### src/rtl/dino_pixel_pipe.sv
// Three-stage pixel renderer behind the VGA timing generator: sky, ground band, one ROM sprite
// and one obstacle, with a per-frame sprite/obstacle collision flag and syncs delayed to match.
module dino_pixel_pipe #(
   parameter int unsigned V_ACTIVE = 768,
   parameter int unsigned SPR_W    = 32,
   parameter int unsigned SPR_H    = 32,
   parameter int unsigned OBS_W    = 16,
   parameter int unsigned OBS_H    = 40,
   parameter int unsigned GROUND_Y = 600
) (
   input  logic        clk,
   input  logic        rst_n,
   input  logic [10:0] h_count_i,
   input  logic [10:0] v_count_i,
   input  logic        ea_i,
   input  logic        h_sync_i,
   input  logic        v_sync_i,
   input  logic [10:0] spr_x_i,
   input  logic [10:0] spr_y_i,
   input  logic [10:0] obs_x_i,
   output logic [4:0]  rom_row_o,
   input  logic [31:0] rom_data_i,
   output logic [3:0]  vga_r_o,
   output logic [3:0]  vga_g_o,
   output logic [3:0]  vga_b_o,
   output logic        h_sync_o,
   output logic        v_sync_o,
   output logic        frame_o,
   output logic        hit_o
);

   localparam logic [10:0]        VActive  = 11'(V_ACTIVE);
   localparam logic signed [11:0] SprW     = 12'(SPR_W);
   localparam logic signed [11:0] SprH     = 12'(SPR_H);
   localparam logic signed [11:0] ObsW     = 12'(OBS_W);
   localparam logic [10:0]        ObsTop   = 11'(GROUND_Y - OBS_H);
   localparam logic [10:0]        GndFirst = 11'(GROUND_Y);
   localparam logic [10:0]        GndLast  = 11'(GROUND_Y + 3);

   localparam logic [11:0] ColBlack  = 12'h000;
   localparam logic [11:0] ColSprite = 12'hFFF;
   localparam logic [11:0] ColObs    = 12'h0A0;
   localparam logic [11:0] ColGround = 12'h840;
   localparam logic [11:0] ColSky    = 12'h48F;

   // Frame latch and shadowed object positions
   logic        v_at_active_q;
   logic        trigger;
   logic [10:0] spr_x_q, spr_y_q, obs_x_q;
   logic        frame_q, hit_q, acc_q, acc_d;

   // Stage 1
   logic signed [11:0] dx, dy, dox;
   logic               in_spr, in_obs, in_gnd;
   logic               ea1_q, hs1_q, vs1_q, in_spr1_q, in_obs1_q, in_gnd1_q;
   logic [4:0]         dx1_q, rom_row_q;

   // Stage 2
   logic       ea2_q, hs2_q, vs2_q, in_spr2_q, in_obs2_q, in_gnd2_q;
   logic [4:0] dx2_q;

   // Stage 3
   logic        spr_px, collide;
   logic [11:0] rgb_d, rgb_q;
   logic        hs3_q, vs3_q;

   assign trigger = (v_count_i == VActive) && !v_at_active_q;

   always_ff @(posedge clk or negedge rst_n) begin
      if (!rst_n) begin
         v_at_active_q <= 1'b0;
         spr_x_q       <= '0;
         spr_y_q       <= '0;
         obs_x_q       <= '0;
         frame_q       <= 1'b0;
         hit_q         <= 1'b0;
         acc_q         <= 1'b0;
      end else begin
         v_at_active_q <= (v_count_i == VActive);
         frame_q       <= trigger;
         acc_q         <= acc_d;
         if (trigger) begin
            spr_x_q <= spr_x_i;
            spr_y_q <= spr_y_i;
            obs_x_q <= obs_x_i;
            hit_q   <= acc_q;
         end
      end
   end

   // Signed 12-bit offsets clip objects hanging off either edge instead of wrapping.
   always_comb begin
      dx     = $signed({1'b0, h_count_i}) - $signed({1'b0, spr_x_q});
      dy     = $signed({1'b0, v_count_i}) - $signed({1'b0, spr_y_q});
      dox    = $signed({1'b0, h_count_i}) - $signed({1'b0, obs_x_q});
      in_spr = !dx[11] && (dx < SprW) && !dy[11] && (dy < SprH);
      in_obs = !dox[11] && (dox < ObsW) && (v_count_i >= ObsTop) && (v_count_i < GndFirst);
      in_gnd = (v_count_i >= GndFirst) && (v_count_i <= GndLast);
   end

   always_ff @(posedge clk or negedge rst_n) begin
      if (!rst_n) begin
         ea1_q     <= 1'b0;
         hs1_q     <= 1'b1;
         vs1_q     <= 1'b1;
         in_spr1_q <= 1'b0;
         in_obs1_q <= 1'b0;
         in_gnd1_q <= 1'b0;
         dx1_q     <= '0;
         rom_row_q <= '0;
      end else begin
         ea1_q     <= ea_i;
         hs1_q     <= h_sync_i;
         vs1_q     <= v_sync_i;
         in_spr1_q <= in_spr;
         in_obs1_q <= in_obs;
         in_gnd1_q <= in_gnd;
         dx1_q     <= dx[4:0];
         rom_row_q <= in_spr ? dy[4:0] : 5'd0;
      end
   end

   // The ROM registers rom_row_o, so its data arrives alongside these stage-2 flags.
   always_ff @(posedge clk or negedge rst_n) begin
      if (!rst_n) begin
         ea2_q     <= 1'b0;
         hs2_q     <= 1'b1;
         vs2_q     <= 1'b1;
         in_spr2_q <= 1'b0;
         in_obs2_q <= 1'b0;
         in_gnd2_q <= 1'b0;
         dx2_q     <= '0;
      end else begin
         ea2_q     <= ea1_q;
         hs2_q     <= hs1_q;
         vs2_q     <= vs1_q;
         in_spr2_q <= in_spr1_q;
         in_obs2_q <= in_obs1_q;
         in_gnd2_q <= in_gnd1_q;
         dx2_q     <= dx1_q;
      end
   end

   always_comb begin
      spr_px  = in_spr2_q && rom_data_i[5'd31 - dx2_q];
      collide = ea2_q && spr_px && in_obs2_q;
      acc_d   = trigger ? 1'b0 : (acc_q | collide);
      if (!ea2_q) begin
         rgb_d = ColBlack;
      end else if (spr_px) begin
         rgb_d = ColSprite;
      end else if (in_obs2_q) begin
         rgb_d = ColObs;
      end else if (in_gnd2_q) begin
         rgb_d = ColGround;
      end else begin
         rgb_d = ColSky;
      end
   end

   always_ff @(posedge clk or negedge rst_n) begin
      if (!rst_n) begin
         rgb_q <= ColBlack;
         hs3_q <= 1'b1;
         vs3_q <= 1'b1;
      end else begin
         rgb_q <= rgb_d;
         hs3_q <= hs2_q;
         vs3_q <= vs2_q;
      end
   end

   assign rom_row_o = rom_row_q;
   assign vga_r_o   = rgb_q[11:8];
   assign vga_g_o   = rgb_q[7:4];
   assign vga_b_o   = rgb_q[3:0];
   assign h_sync_o  = hs3_q;
   assign v_sync_o  = vs3_q;
   assign frame_o   = frame_q;
   assign hit_o     = hit_q;

endmodule

### config.mk
export PLATFORM = sky130hd
export DESIGN_NAME = dino_pixel_pipe
export DESIGN_NICKNAME = d
export VERILOG_FILES = /design/src/rtl/dino_pixel_pipe.sv
export SDC_FILE = /design/constraint.sdc
export NUM_CORES = 1
export LEC_CHECK = 0
export CAP_MARGIN = 20
export CORE_ASPECT_RATIO = 0.8
export CORE_UTILIZATION = 53
export DETAILED_ROUTE_END_ITERATION = 10
export HOLD_SLACK_MARGIN = 0.05
export PLACE_DENSITY = 0.86
export SLEW_MARGIN = 5
export SYNTH_ARGS = -nofsm -noshare
export SYNTH_HDL_FRONTEND = slang
export SYNTH_SLANG_ARGS = --single-unit
### constraint.sdc
create_clock -name clk -period 7.45 [get_ports clk]
set_clock_uncertainty 0.15 [all_clocks]
set_input_delay 1.1175 -clock clk [delete_from_list [all_inputs] [get_ports clk]]
set_output_delay 1.1175 -clock clk [all_outputs]
set_load 0.01 [all_outputs]
After elaboration in Yosys (flattened, before gate mapping) --
Cells that the tools add are included.
Word-level totals: bits of input ports 92, word-level logic and storage cells 62, flip-flop bits (word level) 78, output and inout port bits 21
Operators by class: reductions and logical operators 15, equal/unequal tests 1, muxes and demuxes 8, bitwise gates (word level) 1, $lt $le $gt $ge 8, $add $sub $neg 4
Operators by type and width (count):
- $mux 12 | 4
- $sub 11x11->12 | 3
- $lt 12x7->1 const B | 2
- $ge 11x10->1 const B | 2
- $lt 12x6->1 const B | 1
- $eq 11x10->1 const B | 1
- $le 11x10->1 const B | 1
- $logic_and 1x1->1 | 11
- $lt 11x10->1 const B | 1
- $lt 5x6->1 const B | 1
- $bmux 1 s5 | 1
- $mux 5 | 1
- $sub 5x5->5 const A | 1
- $logic_not 1->1 | 4
- $mux 1 | 2
- $or 1x1->1 | 1

Logic depth before layout (Yosys ltp) --
Gate-level depths: netlist (run 1).
depth after elaboration 8, mapped depth 12, mapped depth without buffers 12

Worst setup path after synthesis (run 1) --
Ideal clock, no wire load.
path type input to register, start point in v_count_i[0], end point reg rom_row_q[3] (netlist: rom_row_o[3]), data arrival time 3082 ps, stages on the path 12, data required time 7204 ps, setup time 96 ps, slack 4122 ps, path buffers 0, cell sequence inv_1 ha_1 inv_1 fa_1 a21o_1 a21oi_4 nor3_2 nor3_2 o2111ai_1 nor3_2 nand4b_2 nor4_2
Between the ends: longest elaborated chain between the ends 5, elaborated cells on any way between the ends 6, those cells by class add/sub (1); order compare (1); mux (1); reduce/logical (3)
Ends and longest elaborated chain:
- from (decl) | RTL line 14 | input logic [10:0] v_count_i,
- $sub 11x11->12 (*) | RTL line 94 | dy = $signed({1'b0, v_count_i}) - $signed({1'b0, spr_y_q});
- branches (longest 3 deep; another with $lt 12x7->1)
- $mux 5 (*) | RTL line 119 | rom_row_q <= in_spr ? dy[4:0] : 5'd0;
- to (signal assigned) | RTL line 119
- to (decl) | RTL line 56 | logic [4:0] dx1_q, rom_row_q;
Mark *: on every way between the ends. A chain may end at the register's enable or synchronous reset.

Worst setup path after layout (run 1) --
start point in h_count_i[0], end point reg rom_row_q[3] (netlist: rom_row_o[3])
Between the ends: longest elaborated chain between the ends 6, elaborated cells on any way between the ends 7, those cells by class add/sub (1); order compare (1); mux (1); reduce/logical (4)
Ends and longest elaborated chain:
- from (decl) | RTL line 13 | input logic [10:0] h_count_i,
- $sub 11x11->12 (*) | RTL line 93 | dx = $signed({1'b0, h_count_i}) - $signed({1'b0, spr_x_q});
- $lt 12x7->1 / $logic_not 1->1 (equally long branches) | RTL line 96 | in_spr = !dx[11] && (dx < SprW) && !dy[11] && (dy < SprH);
- $logic_and 1x1->1 (*) (3 in series) | RTL line 96
- $mux 5 (*) | RTL line 119
Every way passes the cells marked *; elsewhere a longest branch is shown, timed or not.

==> summary.md, run 1 <==
| Metric | Value |
|---|---|
| Hold_buf cts | `0` |
| Outcome | `finished clean` |
| Slew headroom | `41.6%` |
| RSZ-0062 raised after global routing | `no` |
| Most frequent cells after synthesis | `nand2_1, dfrtp_1, inv_1` |
| Area growth from synthesis to layout | `32.7%` |
| Post-CTS resize count | `0` |
| Core Rows | `28` |
| I/O pin cnt | `113` |
| Final period utilization | `50.5%` |
| DP HPWL | `between 8000 and 9000 um` |
| Leakage power | `roughly 2.5 nW` |
| Hold Crit Class | `flop to flop` |
| Die area | `0.00835 mm2` |
| Clock Latency Late Sink | `between 0.3 and 0.4 ns` |
| Multi-input logic area | `0.00216 mm2` |
| Vias per Instance | `around 5.6` |
| Vert. Die Dim | `between 80 and 90 um` |
| Synth unique cells | `slightly below 60` |
| CP Capture Type | `flop` |
| Routed wire length | `10,400 um` |
| #FFs+latches synth | `about 70` |
| Worst Path Arrival | `around 3.9 ns` |
| Worst slew pin tran | `between 0.8 and 0.9 ns` |
| Most common cell in the netlist | `nand2_1` |
| Final hold vios | `0` |
| GP Congestion | `slightly below 0.9` |
| Final nets | `681` |
| Routed Antenna Nets | `0` |
| Starting density of the core | `a little under three fifths` |
| Starting DRT DRC Count | `172` |
| PwrDens | `around 160 mW/mm2` |
| Post-synth EDFFs | `0` |
| Worst vdd ir | `0.000106 V` |
| Max Cap Viol | `0` |
| Drt first pass iters | `4` |
| GRT Total Usage | `a little over a quarter` |
| Share of layout cells above drive strength 1 | `8.39%` |
| R2R Setup Slk | `~4.6 ns` |
| Cell taking the most area after synthesis | `dfrtp_1` |
| Register Area | `0.00178 mm2` |
| Congestion Overflow GR | `0` |
| Type of origin of the critical path | `primary input` |
| Syn Inst Count | `around 450` |
| FMAX | `about 270 MHz` |
| Largest net degree at the start of global routing | `72` |
| Finished Core Util | `about three quarters` |
| CTS Buffer Depth | `2` |
| Clock sink total | `71` |
| Initial antenna violation count | `0` |
| Area of the mapped netlist | `~0.0042 mm2` |
| Minimum clock period | `around 3.8 ns` |
| Placeable Area | `0.00757 mm2` |
| CTS tree | `done` |
| Cts bufs inserted | `9` |
| First-pass GRT wire length | `approximately 17,000 um` |
| Synth warn | `0` |
| Setup violations, final | `0` |
| WS Path Type | `primary input to flop` |
| Pins Over Slew Limit | `0` |
| FFs w/ async S/R, synth | `100%` |
| Clock Pin Slew Worst Setup and Hold Paths | `approximately 0.07 ns` |
| Post-synth top area share | `roughly two fifths` |
| Worst EP required | `~7.5 ns` |
| Root Buffer | `clkbuf_8` |
| Htree depth | `3` |
| Fillers | `551` |
| I/O Buffers | `around 110` |
| Worst Path Max Fanout | `6` |
| Setup_tns | `0 ns` |
| Post-synthesis sequential area ratio | `around 42%` |
| Mapped Nets | `~570` |
| Vias in the first global route | `approximately 3.6k` |
| Residual DRC | `0` |
| DIE WIDTH | `~100 um` |
| Ant diodes | `0` |
| # Post-CTS Setup Buffers | `0` |
| Ranking of synthesized cells by area | `dfrtp_1, ha_1, nand2_1, o21ai_0, mux4_2` |
| Top_reg_cell synth | `dfrtp_1` |
| Via Count | `between 3k and 4k` |
| Syn Area/Cell | `about 9.4 um2` |
| Per-cell routed wire length | `15.6 um` |
[metal layers]
layer  routed length (um)  up-vias  global-route usage (%)
li1                     -     1775                       -
met1                 4290     1754                    31.0
met2                 5020      151                    45.7
met3                  754       26                    6.21
met4                  299        0                    11.4
met5                    0        -                       0
[cells by family after synthesis]
kind of cell	count (synthesis)	synth area share (%)
adder cells (fa/ha/maj)	34	10.4
flip-flops	71	42.2
AO/OA/AOI/OAI	109	15.7
buffers and inverters	66	6.68
multiplexers	15	6.00
XOR/XNOR	9	1.86
AND/OR/NAND/NOR	144	17.2
[area by class of cell]
type / count / area share (%)
multi-input combinational: 311 / 38.5
tap: 105 / 2.34
timing repair buffer: 115 / 20.3
clock buffer: 10 / 2.27
sequential: 71 / 31.8
inverter: 47 / 3.14
clock inverter: 6 / 1.65
[worst max-delay path, cell delays in order]
cell,delay [ns]
clkdlybuf4s50_1,0.53
inv_1,0.07
ha_1,0.22
fa_1,0.44
nor2b_4,0.14
o31ai_2,0.09
a21oi_1,0.18
mux2i_1,0.20
o311ai_0,0.17
nor3_2,0.15
nand4b_2,0.22
nor4_2,0.33
[cells in the final DEF, fill, tap and decap left out, types with 5 or more instances in the layout]
master and n:
nand2b_1 7, clkbuf_8 9, o21ai_1 6, inv_1 47, dfrtp_1 65, nand3_1 7
mux4_2 8, clkdlybuf4s50_1 111, o22ai_1 5, dfstp_2 6, nor2_1 18, o21a_1 5
nor2b_1 7, nand2_1 68, nor3_1 12, o21ai_0 44, a21oi_1 18, xnor2_1 5
ha_1 32
[path summary, 6_finish.rpt]
kind	from	endpoint	cells past startpoint
max in group asynchronous	rst_n	obs_x_q[4]$_DFFE_PN0P_	2
worst max-delay path	h_count_i[0]	rom_row_o[3]$_DFF_PN0_	12
worst min-delay path	dx1_q[4]$_DFF_PN0_	dx2_q[4]$_DFF_PN0_	0
worst min register to register	dx1_q[4]$_DFF_PN0_	dx2_q[4]$_DFF_PN0_	0
worst max register to register	spr_y_q[0]$_DFFE_PN0P_	rom_row_o[3]$_DFF_PN0_	11
min in group asynchronous	rst_n	rgb_q[10]$_DFF_PN0_	2
[report_power, final]
| group | internal [W] | switching (W) | total (W) |
|---|---|---|---|
| clock | 0.000190 | 0.000149 | 0.000339 |
| sequential | 0.000398 | 0.00000704 | 0.000405 |
| combinational | 0.0000847 | 0.0000678 | 0.000153 |
[registers in the layout, indices dropped and copies added (netlist names), 5 cells and up]
| name | count |
|---|---|
| dx1_q | 5 |
| dx2_q | 5 |
| obs_x_q | 11 |
| rgb_q | 5 |
| rom_row_o | 5 |
| spr_x_q | 11 |
| spr_y_q | 11 |
[metrics by stage]
stage	instances	total power (W)	setup WS [ns]	area, um2	hold slack (ns)
after floorplan	448	0.000484	4.12	4230	0.181
after global placement	649	0.000559	3.51	5400	0.184
after detailed placement	649	0.000564	3.40	5400	0.185
after CTS	665	0.000904	3.72	5620	0.200
after global routing	665	0.000938	3.53	5620	0.203
final	665	0.000897	3.69	5620	0.201
Note: power is estimated with default switching activity, not from simulation.
==> run 2: changes to the inputs <==
CORE_UTILIZATION = 44   (was 53)
PLACE_DENSITY = 0.77   (was 0.86)
clock period = 3.4 ns   (was 7.45 ns; I/O delays follow)
==> run 2 against run 1 <==
Compared with the run above: the flow now finishes with violations (DRC); wire length increased by 0.77%; combinational power is 120% higher; sequential share of layout area is 0.62 points lower; register-to-register slack got worse by 4.0 ns; final area up 2.0%; non-clock buffer count up 4; critical path depth unchanged; hold slack lost 0.0042 ns; sequential cell count did not move; die area up 20%; final cell count is 2.1% higher; largest power group is now the clock network.
==> summary.md, run 2 (synthesis gave the netlist of run 1 again) <==
| Metric | Value |
|---|---|
| Outcome | `finished with violations` |
| Failing checks | `DRC` |
| Placeable Area | `0.00919 mm2 (+21%)` |
| Most common cell after layout, fill and taps aside | `clkdlybuf4s50_1` |
| Logic pwr share | `15.7% (-1.3 points)` |
| Worst Path Arrival | `3.17 ns (-0.68 ns)` |
| I/O pin cnt | `113 (unchanged)` |
| FMAX | `325 MHz` |
| DP Area | `0.00543 mm2 (+0.65%)` |
| First-pass GRT wire length | `17,000 um (+2.8%)` |
| CP Capture Type | `flop` |
| I/O Buffers | `112 (unchanged)` |
| Final instance area | `0.00573 mm2 (+2.0%)` |
| Max Cap Viol | `0 (unchanged)` |
| Cts bufs inserted | `9 (unchanged)` |
| Commonest cells after routing, fill and taps aside | `clkdlybuf4s50_1, nand2_1, dfrtp_1` |
| Hold Crit Class | `flop to flop` |
| Vias in the first global route | `3,504 (-3.3%)` |
| Clock network power share | `42.9% (+5.1 points)` |
| Core Rows | `31 (+11%)` |
| Worst Path Max Fanout | `6 (unchanged)` |
| Reg-to-reg endpoint | `rom_row_o[3]$_DFF_PN0_` |
| Via Count | `3,691 (-0.40%)` |
| Routed Antenna Nets | `0 (unchanged)` |
| Clock sink total | `71 (unchanged)` |
| Hold Startpoint | `dx1_q[1]$_DFF_PN0_` |
| Per-cell routed wire length | `15.4 um (-1.3%)` |
| Residual DRC | `13 (+13)` |
| R2R Setup Slk | `0.61 ns (-4.01 ns)` |
| Fillers | `806 (+46%)` |
| Setup violations, final | `0 (unchanged)` |
| Area growth from synthesis to layout | `35.3%` |
| Worst vdd ir | `0.000243 V (+130%)` |
| Vert. Die Dim | `89.7 um (+9.5%)` |
| Final hold vios | `0 (unchanged)` |
| Congestion Overflow GR | `0 (unchanged)` |
| Worst EP required | `3.49 ns (-4.05 ns)` |
| Post-CTS resize count | `0 (unchanged)` |
| Part of the power in registers | `41.4% (-3.7 points)` |
| Clock Pin Slew Worst Setup and Hold Paths | `0.06 ns (about the same)` |
| Reg-to-reg startpoint | `spr_y_q[0]$_DFFE_PN0P_` |
| Worst slew pin tran | `0.589 ns (-0.287 ns)` |
| Ant diodes | `0 (unchanged)` |
| Finished Core Util | `62.3% (-12 points)` |
| Final period utilization | `between 90% and 100%` |
| RSZ-0062 raised after global routing | `no` |
| Vias per Instance | `5.44 (-2.5%)` |
| PwrDens | `375 mW/mm2 (+130%)` |
| Share of layout cells above drive strength 1 | `9.04% (+0.65 points)` |
| Type of origin of the critical path | `primary input` |
| Initial antenna violation count | `0 (unchanged)` |
| Pins Over Slew Limit | `0 (unchanged)` |
| Internal power | `0.00157 W (+130%)` |
| Largest regs | `obs_x_q (11), spr_x_q (11), spr_y_q (11)` |
| Hold path cells | `0 (unchanged)` |
| CTS tree | `done` |
| Starting DRT DRC Count | `208 (+21%)` |
| Drt first pass iters | `8 (+4)` |
| DP HPWL | `8250 um (+0.19%)` |
| Slew headroom | `60.8% (+19 points)` |
| WS Path Type | `primary input to flop` |
| Minimum clock period | `3.08 ns` |
| Leakage power | `2.56 nW (+2.0%)` |
| GP Congestion | `0.866 (-2.7%)` |
| CTS Buffer Depth | `2 (unchanged)` |
| Hold EP | `dx2_q[1]$_DFF_PN0_` |
| GRT Total Usage | `21.4% (-4.8 points)` |
| DIE WIDTH | `112 um (+9.6%)` |
| FF-to-FF path depth | `11 (unchanged)` |
| Routed wire length | `10,400 um (+0.77%)` |
| Clock Latency Late Sink | `0.34 ns (about the same)` |
| Starting density of the core | `46.0% (-9.9 points)` |
| Htree depth | `3 (unchanged)` |
| Root Buffer | `clkbuf_16` |
| Switching portion of total power | `26.8% (+1.8 points)` |
| Final nets | `685 (+0.59%)` |
| P_sw | `0.000575 W (+160%)` |
| Largest net degree at the start of global routing | `35 (-51%)` |
| Die area | `0.0100 mm2 (+20%)` |
[run 2: worst max path at each step]
| stage | to | slack, ns | from | cells after the start |
|---|---|---|---|---|
| 2_1_floorplan | rom_row_o[3]$_DFF_PN0_ | 0.68 | v_count_i[0] | 12 |
| 3_3_place_gp | rom_row_o[3]$_DFF_PN0_ | 0.07 | h_count_i[0] | 12 |
| 3_5_place_dp | rom_row_o[3]$_DFF_PN0_ | -0.05 | h_count_i[0] | 12 |
| 4_1_cts | rom_row_o[3]$_DFF_PN0_ | 0.30 | h_count_i[0] | 12 |
| 5_1_grt | in_obs1_q$_DFF_PN0_ | 0.12 | h_count_i[2] | 9 |
| 6_report | rom_row_o[3]$_DFF_PN0_ | 0.32 | h_count_i[0] | 12 |
[run 2: power groups by stage]
| stage | clock network (W) | logic (W) | registers (W) |
|---|---|---|---|
| after floorplan | 0 | 0.000163 | 0.000897 |
| after global placement | 0 | 0.000328 | 0.000902 |
| after detailed placement | 0 | 0.000335 | 0.000904 |
| after CTS | 0.000934 | 0.000339 | 0.000888 |
| after global routing | 0.000967 | 0.000369 | 0.000891 |
| final | 0.000921 | 0.000337 | 0.000888 |
[run 2: repair_timing]
action | CTS | global route
hold endpoints to repair | 17 | 0
hold buffers | 1 | 0
setup buffers | 0 | 0
endpoints found under the setup margin | 0 | 0
[run 2: cell type report]
class | count | area (um2) | area share (%)
multi-input combinational | 311 | 2160 | 37.8
sequential | 71 | 1780 | 31.2
timing repair buffer | 119 | 1170 | 20.5
clock buffer | 9 | 225 | 3.93
inverter | 47 | 176 | 3.08
tap | 115 | 144 | 2.51
clock inverter | 7 | 61.3 | 1.07
[run 2: per-layer routing]
layer / routed length [um] / GRT usage [%] / vias up
met4: 127 / 6.19 / 0
met5: 0 / 0 / -
met2: 4970 / 35.5 / 128
met3: 592 / 4.65 / 13
met1: 4750 / 27.9 / 1763
li1: - / - / 1787
[run 2: critical path, stage by stage]
cell	delay [ns]
clkdlybuf4s50_1	0.52
inv_1	0.06
ha_1	0.22
fa_1	0.44
nor2b_4	0.14
o31ai_2	0.09
a21oi_1	0.18
mux2i_1	0.19
o311ai_0	0.16
nor3_2	0.15
nand4b_2	0.22
nor4_2	0.29
[run 2: metrics by stage]
step | cells | setup TNS (ns) | setup WS, ns | hold slack, ns | total power (W)
2_1_floorplan | 448 | 0 | 0.679 | 0.0644 | 0.00106
3_3_place_gp | 662 | 0 | 0.0714 | 0.184 | 0.00123
3_5_place_dp | 662 | -0.0579 | -0.0508 | 0.185 | 0.00124
4_1_cts | 679 | 0 | 0.303 | 0.197 | 0.00216
5_1_grt | 679 | 0 | 0.120 | 0.207 | 0.00223
6_report | 679 | 0 | 0.319 | 0.197 | 0.00215
==> run 3: changes to the inputs <==
CORE_UTILIZATION = 55   (was 44)
DONT_BUFFER_PORTS = 1   (was unset)
GPL_TIMING_DRIVEN = 1   (was unset)
PLACE_DENSITY = 0.73   (was 0.77)
==> run 3 against run 2 <==
Compared with the run above: the run now ends clean; final area down 21%; final cell count shrank 18%; via count fell by 15%; critical endpoint unchanged.
==> summary.md, run 3 (synthesis gave the netlist of run 1 again) <==
| Metric | Value |
|---|---|
| Outcome | `finished clean` |
| # Post-CTS Setup Buffers | `0 (unchanged)` |
| Pins Over Slew Limit | `0 (unchanged)` |
| I/O pin cnt | `113 (unchanged)` |
| Worst slew pin tran | `0.801 ns (+0.213 ns)` |
| Clock Latency Late Sink | `0.35 ns (about the same)` |
| Type of origin of the critical path | `flop` |
| DP HPWL | `6960 um (-16%)` |
| Congestion Overflow GR | `0 (unchanged)` |
| Commonest cells after routing, fill and taps aside | `nand2_1, dfrtp_1, inv_1` |
| Worst Slack Setup Final | `0.620 ns (+0.302 ns)` |
| DIE WIDTH | `100 um (-10%)` |
| Worst Path Max Fanout | `6 (unchanged)` |
| PwrDens | `382 mW/mm2 (+1.9%)` |
| Area growth from synthesis to layout | `6.86%` |
| Routed Antenna Nets | `0 (unchanged)` |
| Final period utilization | `81.8% (-8.9 points)` |
| Worst vdd ir | `0.000193 V (-21%)` |
| Setup_tns | `0 ns (unchanged)` |
| Share of layout cells above drive strength 1 | `10.4% (+1.4 points)` |
| Ant diodes | `0 (unchanged)` |
| Largest net degree at the start of global routing | `72 (+110%)` |
| GP Congestion | `0.858 (-0.91%)` |
| Largest regs | `obs_x_q (11), spr_x_q (11), spr_y_q (11)` |
| Hold Crit Class | `primary input to flop` |
| CTS tree | `done` |
| Starting DRT DRC Count | `129 (-38%)` |
| Htree depth | `3 (unchanged)` |
| Via Count | `3,146 (-15%)` |
| Vias in the first global route | `3,042 (-13%)` |
| Setup violations, final | `0 (unchanged)` |
| Minimum clock period | `2.78 ns (-0.302 ns)` |
| WS Path Type | `flop to flop` |
| Routed wire length | `9050 um (-13%)` |
| Worst Path Arrival | `2.88 ns (-0.29 ns)` |
| GRT Total Usage | `23.9% (+2.5 points)` |
| CP Capture Type | `flop` |
| Starting density of the core | `57.0% (+11 points)` |
| Fillers | `650 (-19%)` |
| CTS Buffer Depth | `2 (unchanged)` |
| Most common cell after layout, fill and taps aside | `nand2_1` |
| Placeable Area | `0.00743 mm2 (-19%)` |
| Initial antenna violation count | `0 (unchanged)` |
| Slew headroom | `46.2% (-15 points)` |
| Leakage power | `2.08 nW (-19%)` |
| Vias per Instance | `5.65 (+3.9%)` |
| Max Cap Viol | `0 (unchanged)` |
| FMAX | `360 MHz (+11%)` |
| Drt first pass iters | `4 (-4)` |
| RSZ-0062 raised after global routing | `no` |
| Cts bufs inserted | `9 (unchanged)` |
| Final hold vios | `0 (unchanged)` |
| Root Buffer | `clkbuf_8` |
| Vert. Die Dim | `80.5 um (-10%)` |
| First-pass GRT wire length | `14,500 um (-14%)` |
| Worst slack, placed | `0.436 ns (+0.487 ns)` |
| Residual DRC | `0 (-13)` |
| Per-cell routed wire length | `16.2 um (+5.6%)` |
| Core Rows | `28 (-9.7%)` |
| I/O Buffers | `0 (-100%)` |
| Clock Pin Slew Worst Setup and Hold Paths | `0.08 ns (+0.02 ns)` |
| Clock sink total | `71 (unchanged)` |
| Final nets | `573 (-16%)` |
| Worst EP required | `3.50 ns (about the same)` |
| Die area | `0.00805 mm2 (-20%)` |
[run 3: changes by cell type in the layout (fill, tap and decap cells not counted)]
cell             before  now
inv_6                 4    1
buf_4                 6    2
clkbuf_8              0   10
clkdlybuf4s50_1     111    0
buf_2                 1    0
inv_8                 1    0
clkinv_2              0    1
clkinvlp_4            2    3
buf_16                0    1
dlygate4sd3_1         1    4
clkbuf_16             9    0
clkinv_4              0    1
[run 3: cell type report]
class | count | area (um2) | share of cell area, %
clock buffer | 10 | 138 | 3.04
clock inverter | 6 | 45.0 | 0.996
inverter | 47 | 176 | 3.90
multi-input combinational | 311 | 2160 | 47.9
sequential | 71 | 1780 | 39.5
tap | 105 | 131 | 2.91
timing repair buffer | 7 | 82.6 | 1.83
[run 3: timing repair]
item,in CTS,in global routing
resized for setup,0,0
endpoints found under the hold margin,74,0
hold buffers,5,0
[run 3: final timing paths]
| kind | start | endpoint | slack, ns | depth (start not counted) |
|---|---|---|---|---|
| max in group asynchronous | rst_n | v_sync_o$_DFF_PN1_ | 2.18 | 2 |
| min reg2reg | in_gnd1_q$_DFF_PN0_ | in_gnd2_q$_DFF_PN0_ | 0.19 | 0 |
| min in group asynchronous | rst_n | in_obs2_q$_DFF_PN0_ | 0.59 | 2 |
| max reg2reg | spr_y_q[0]$_DFFE_PN0P_ | rom_row_o[3]$_DFF_PN0_ | 0.62 | 11 |
| max | spr_y_q[0]$_DFFE_PN0P_ | rom_row_o[3]$_DFF_PN0_ | 0.62 | 11 |
| min | spr_x_i[0] | spr_x_q[0]$_DFFE_PN0P_ | 0.12 | 2 |
[run 3: where the power goes]
part / leakage, nW / internal (W) / total [W] / switching (W)
Clock: 0.0849 / 0.000287 / 0.000624 / 0.000337
Combinational: 1.21 / 0.0000934 / 0.000213 / 0.000120
Sequential: 0.786 / 0.000872 / 0.000889 / 0.0000177
Total: 2.08 / 0.00125 / 0.00173 / 0.000475
[run 3: metal layers]
layer / global-route usage (%) / share of wire (%)
met1: 30.1 / 44
met2: 41.2 / 48
met3: 6.35 / 7.2
met4: 5.36 / 0.49
met5: 0 / 0
[run 3: metrics by stage]
| stage | hold slack [ns] | power (W) | std cells | area (um2) | utilization (%) |
|---|---|---|---|---|---|
| after floorplan | 0.0644 | 0.00106 | 448 | 4230 | - |
| after global placement | 0.0665 | 0.00109 | 536 | 4270 | 57.5 |
| after detailed placement | 0.0666 | 0.00109 | 536 | 4270 | 57.5 |
| after CTS | 0.116 | 0.00174 | 557 | 4520 | 60.9 |
| after global routing | 0.111 | 0.00181 | 557 | 4520 | 60.9 |
| final | 0.120 | 0.00173 | 557 | 4520 | 60.9 |
[run 3: worst max-delay path, cell delays in order, from the launching register on]
cell and delay, ns:
dfrtp_1 0.38, ha_1 0.17, inv_1 0.05, fa_1 0.40, a21o_1 0.20, a21oi_4 0.20, nor3_2 0.06, nor3_2 0.17
o2111ai_1 0.16, nor3_2 0.22, nand4b_2 0.21, nor4_2 0.31
